## src/rtl/mips_regfile_sb.sv

```systemverilog
`default_nettype none
// ============================================================================
// Module   : mips_regfile_sb
// Purpose  : Parametrised MIPS register file with write-first bypass,
//            selectable read latency and a per-register busy scoreboard.
// Revision : 1.0
// ============================================================================
module mips_regfile_sb #(
    parameter int DATA_W   = 32,
    parameter int ADDR_W   = 5,
    parameter int NUM_RD   = 2,
    parameter int READ_LAT = 0
) (
    input  logic                     clk,
    input  logic                     rst_n,
    input  logic [NUM_RD*ADDR_W-1:0] rd_addr,
    output logic [NUM_RD*DATA_W-1:0] rd_data,
    output logic [NUM_RD-1:0]        rd_busy,
    input  logic                     wr_en,
    input  logic [ADDR_W-1:0]        wr_addr,
    input  logic [DATA_W-1:0]        wr_data,
    input  logic                     pend_en,
    input  logic [ADDR_W-1:0]        pend_addr,
    input  logic                     flush
);

    localparam int c_DEPTH = 2 ** ADDR_W;

    logic [DATA_W-1:0]  r_mem [c_DEPTH];
    logic [c_DEPTH-1:0] r_busy;
    logic [c_DEPTH-1:0] w_busy_next;
    logic               w_wr_ok;
    logic               w_pend_ok;

    assign w_wr_ok   = wr_en   && (wr_addr   != '0);
    assign w_pend_ok = pend_en && (pend_addr != '0);

    // Entry 0 is never written, so it keeps its reset value of zero.
    always_ff @(posedge clk or negedge rst_n) begin
        if (!rst_n) begin
            for (int i = 0; i < c_DEPTH; i++) begin
                r_mem[i] <= '0;
            end
        end else if (w_wr_ok) begin
            r_mem[wr_addr] <= wr_data;
        end
    end

    // Later assignments win: write-clear, then flush, then pend-set.
    always_comb begin
        w_busy_next = r_busy;
        if (w_wr_ok) begin
            w_busy_next[wr_addr] = 1'b0;
        end
        if (flush) begin
            w_busy_next = '0;
        end
        if (w_pend_ok) begin
            w_busy_next[pend_addr] = 1'b1;
        end
    end

    always_ff @(posedge clk or negedge rst_n) begin
        if (!rst_n) begin
            r_busy <= '0;
        end else begin
            r_busy <= w_busy_next;
        end
    end

    for (genvar p = 0; p < NUM_RD; p++) begin : g_port
        logic [ADDR_W-1:0] w_addr;
        logic              w_hit;
        logic [DATA_W-1:0] w_data;

        assign w_addr = rd_addr[p*ADDR_W +: ADDR_W];
        assign w_hit  = w_wr_ok && (w_addr == wr_addr);
        // Also the post-edge contents of the addressed register.
        assign w_data = w_hit ? wr_data : r_mem[w_addr];

        if (READ_LAT == 0) begin : g_comb
            assign rd_data[p*DATA_W +: DATA_W] = w_data;
            assign rd_busy[p]                  = r_busy[w_addr] & ~w_hit;
        end else begin : g_reg
            logic [DATA_W-1:0] r_data;
            logic              r_bsy;

            always_ff @(posedge clk or negedge rst_n) begin
                if (!rst_n) begin
                    r_data <= '0;
                    r_bsy  <= 1'b0;
                end else begin
                    r_data <= w_data;
                    r_bsy  <= w_busy_next[w_addr];
                end
            end

            assign rd_data[p*DATA_W +: DATA_W] = r_data;
            assign rd_busy[p]                  = r_bsy;
        end
    end

endmodule
`default_nettype wire

```

## config.mk

```make
export PLATFORM = sky130hd
export DESIGN_NAME = mips_regfile_sb
export DESIGN_NICKNAME = d
export VERILOG_FILES = /design/src/rtl/mips_regfile_sb.sv
export SDC_FILE = /design/constraint.sdc
export NUM_CORES = 2
export LEC_CHECK = 0
export BUFFER_PORTS_ARGS = -buffer_cell sky130_fd_sc_hd__clkbuf_2
export CORE_MARGIN = 10
export CORE_UTILIZATION = 40
export DETAILED_ROUTE_END_ITERATION = 8
export GPL_ROUTABILITY_DRIVEN = 0
export PLACE_DENSITY_LB_ADDON = 0.05
export SYNTH_ARGS = -nofsm -noshare
export SYNTH_HDL_FRONTEND = slang
export SYNTH_SLANG_ARGS = --single-unit
```

## constraint.sdc

```tcl
create_clock -name clk -period 2.68 [get_ports clk]
set_input_delay 0.402 -clock clk [delete_from_list [all_inputs] [get_ports clk]]
set_output_delay 0.402 -clock clk [all_outputs]
set_load 0.02 [all_outputs]
```

==> results.yml <==
status:
  status: "finished with violations"
  violations: "negative setup slack"
critical_path:
  worst_setup_path_end_kind: "output pin"
  reg2reg_from: "r_mem[219]$_DFFE_PN0P_"
  crit_path_frequent_cell: "mux4_2"
  r2r_cells: 2
  crit_chain: "mux4_2 > mux4_2 > nor2_4 > a311oi_4 > a21o_1 > clkbuf_8"
  critPathRequiredTime_ps: 2280
  critical_path.slowest_cell: "mux4_2"
  r2r_setup_slack_ps: 1760
  arrival_ps: 2710
  critPathMaxFanout: 2
  cpPeakStageDelay_ps: 530
  crit_path_start_kind: "flop"
  worstSetupPathType: "flop to output pin"
  timing.rr.end: "r_mem[219]$_DFFE_PN0P_"
clock_network:
  clock_path_buffers: 3
  htreeDepth: 3
  clk_pin_slew_ps: 60
  insertion_delay_ps: 750
  clock-root-buffer: "clkbuf_16"
  cts_sinks: 1056
  cts_made_buffers: 121
  cts_tree: "yes"
floorplanning:
  num_rows: 136
  start_util_pct: 40.27
  dieArea_sq_mm: 0.1537
  core_sq_mm: 0.1375
  io_pins: 123
  fp.dieW_um: 392.1
  die_h_um: 392.1
placement:
  dp.cells: 5564
  dp_hpwl_um: 131700
  port_buffers: 122
  pre_cts_ws_ps: -510.4
  placed_area_sq_mm: 0.06189
drt:
  drt-vias-per-instance: 6.416
  dr.pass1.iters: 5
  vias: 37900
  drt_iter0_drc: 3335
  wl_um: 212500
  drc: 0
  ant_nets: 0
  wl_per_cell_um: 35.96
grt:
  grt_max_degree: 91
  grt_pass1_wl_um: 300100
  grt_pass1_vias: 40050
  grt-ovfl-total: 0
  antenna_found_initial: 7
  grt_use_total_pct: 27.11
synthesis:
  yosys-top-cells-count: "dfrtp_1, mux2_2, mux4_2"
  synth_top_area_share_pct: 47.72
  synth_fp_nets: 3693
  synthTopCellsByArea: "dfrtp_1, mux4_2, mux2_2"
  ys_seq_elements: 1056
  syn_area_sq_mm: 0.05537
  synth_warnings: 0
  synthMostInstantiatedCell: "dfrtp_1"
  postSynth.asyncResetShare_pct: 100.0
  synth-edff-count: 0
  synth_area_per_cell_sq_um: 15.23
  synthCells: 3636
  yosysSeqAreaShare_pct: 47.72
  yosysTopAreaCell: "dfrtp_1"
  ys_types: 44
  ys.flop_type: "dfrtp_1"
hold_path:
  hold_end: "r_busy[21]$_DFF_PN0_"
  hold_depth: 3
  hp-start: "pend_addr[4]"
  hold_class: "primary input to flop"
pwr:
  internal_power_mw: 35.39
  seqPwrFrac_pct: 43.2
  netSwitchingPower_mw: 13.42
  total_power_mw: 48.81
  combPwrFrac_pct: 22.6
  clkPwrFrac_pct: 34.2
  power.leakage_nw: 30.30
  worst_ir_drop_vdd_mv: 0.5343
  power_density_mw_per_mm2: 697.6
  p_sw_share_pct: 27.50
layout:
  drive_gt1_share_pct: 65.22
  finalNetCount: 4079
  fillers: 11410
  multiInputGateArea_sq_mm: 0.02858
  instances_no_fill: 5908
  regArea_sq_mm: 0.02643
  syn_to_final_growth_pct: 26.36
  design_area_sq_mm: 0.06997
  fin_util_pct: 50.89
timing:
  fin_setup_tns_ps: -6932
  worst_clock_skew_ps: 0
  rsz0062_at_grt: "true"
  worst_pin_slew_ps: 1267
  timing.hold.ws_ps: 87.14
  max_freq_mhz: 321.6
  hold_violations: 0
  setup_slack_ps: -429.9
  slew_headroom_pct: 15.34
  slew_viol_final: 0
  fin_crit_sh_pct: 116.0
  setup_viol: 65
  fin_crit_ps: 3110
run:
  max-cap-violations: 0
kinds of logic (layout without fill, tap and decap cells):
kind of cell	Yosys count	in the layout	share of synthesized area (%)
buffers and inverters	439	915	3.810
AND/OR/NAND/NOR	249	249	2.526
flip-flops	1056	1056	47.72
other	0	2	0
AO/OA/AOI/OAI	353	353	3.900
multiplexers	1529	1529	41.88
XOR/XNOR	10	10	0.1582
final cells by class:
cell class              count  share of cell area [%]
multi-input cells        2141                   40.85
flip-flops and latches   1056                   37.77
repair buffers            689                   12.43
clock buffers             180                   5.102
well taps                1794                   3.208
clock inverters            33                  0.5633
inverters                  13                 0.06974
diodes                      2                0.007153
power by group through the flow:
stage,Combinational [mW],Clock [mW],Sequential (mW)
2_1_floorplan,6.91,0,20.4
3_3_place_gp,9.42,0,20.9
3_5_place_dp,9.69,0,21.2
4_1_cts,10.6,17.0,21.0
5_1_grt,11.7,17.7,21.4
6_report,11.0,16.7,21.1
worst max path at each step:
stage | start | endpoint | slack, ps | cells past startpoint
2_1_floorplan | rd_addr[5] | rd_data[35] | 20 | 7
3_3_place_gp | rd_addr[3] | rd_data[15] | -600 | 11
3_5_place_dp | rd_addr[3] | rd_data[15] | -510 | 11
4_1_cts | r_mem[822]$_DFFE_PN0P_ | rd_data[54] | -590 | 7
5_1_grt | r_mem[854]$_DFFE_PN0P_ | rd_data[54] | -480 | 6
6_report | r_mem[790]$_DFFE_PN0P_ | rd_data[54] | -430 | 6
layout by cell type (no fill, tap or decap), drive strengths merged, types with 2 or more instances in the layout:
master	instances
dfrtp	1056
mux2	992
buf	599
mux4	531
clkbuf	260
o22ai	248
nand2	92
o21ai	82
or4	62
nand3b	26
nor2	23
clkinv	21
inv	17
o32ai	14
nand3	10
nor2b	9
bufinv	7
mux2i	6
xnor2	6
bufbuf	5
dlygate4sd3	5
nand2b	5
xor2	4
nor3b	4
nand4b	3
or3	3
or2	3
diode	2
and2	2
nor4	2
state kept, by name (all words and copies together) (netlist names):
register,cells
r_busy,32
r_mem,1024
metal layers:
layer | up-vias | global-route usage, % | part of all wire (%)
li1 | 15050 | - | -
met1 | 20920 | 38.49 | 44
met2 | 1594 | 41.71 | 46
met3 | 338 | 5.642 | 7.4
met4 | 6 | 8.346 | 2.9
met5 | - | 0 | 0.018
worst max-delay path: cells and delay by family (launching register included):
kind / cells / cell delay (ps)
flops: 1 / 390
mux: 2 / 1020
buf+inv: 1 / 150
simple gates: 1 / 120
compound gates: 2 / 270
repair_timing:
action,4_1_cts,5_1_grt
pin swaps,100,95
buffers inserted,67,51
setup endpoints to repair,66,66
endpoints found under the hold margin,19,0
hold buffers,5,0
cloned,18,7
resized for setup,431,197
(Power assumes the default switching activity.)
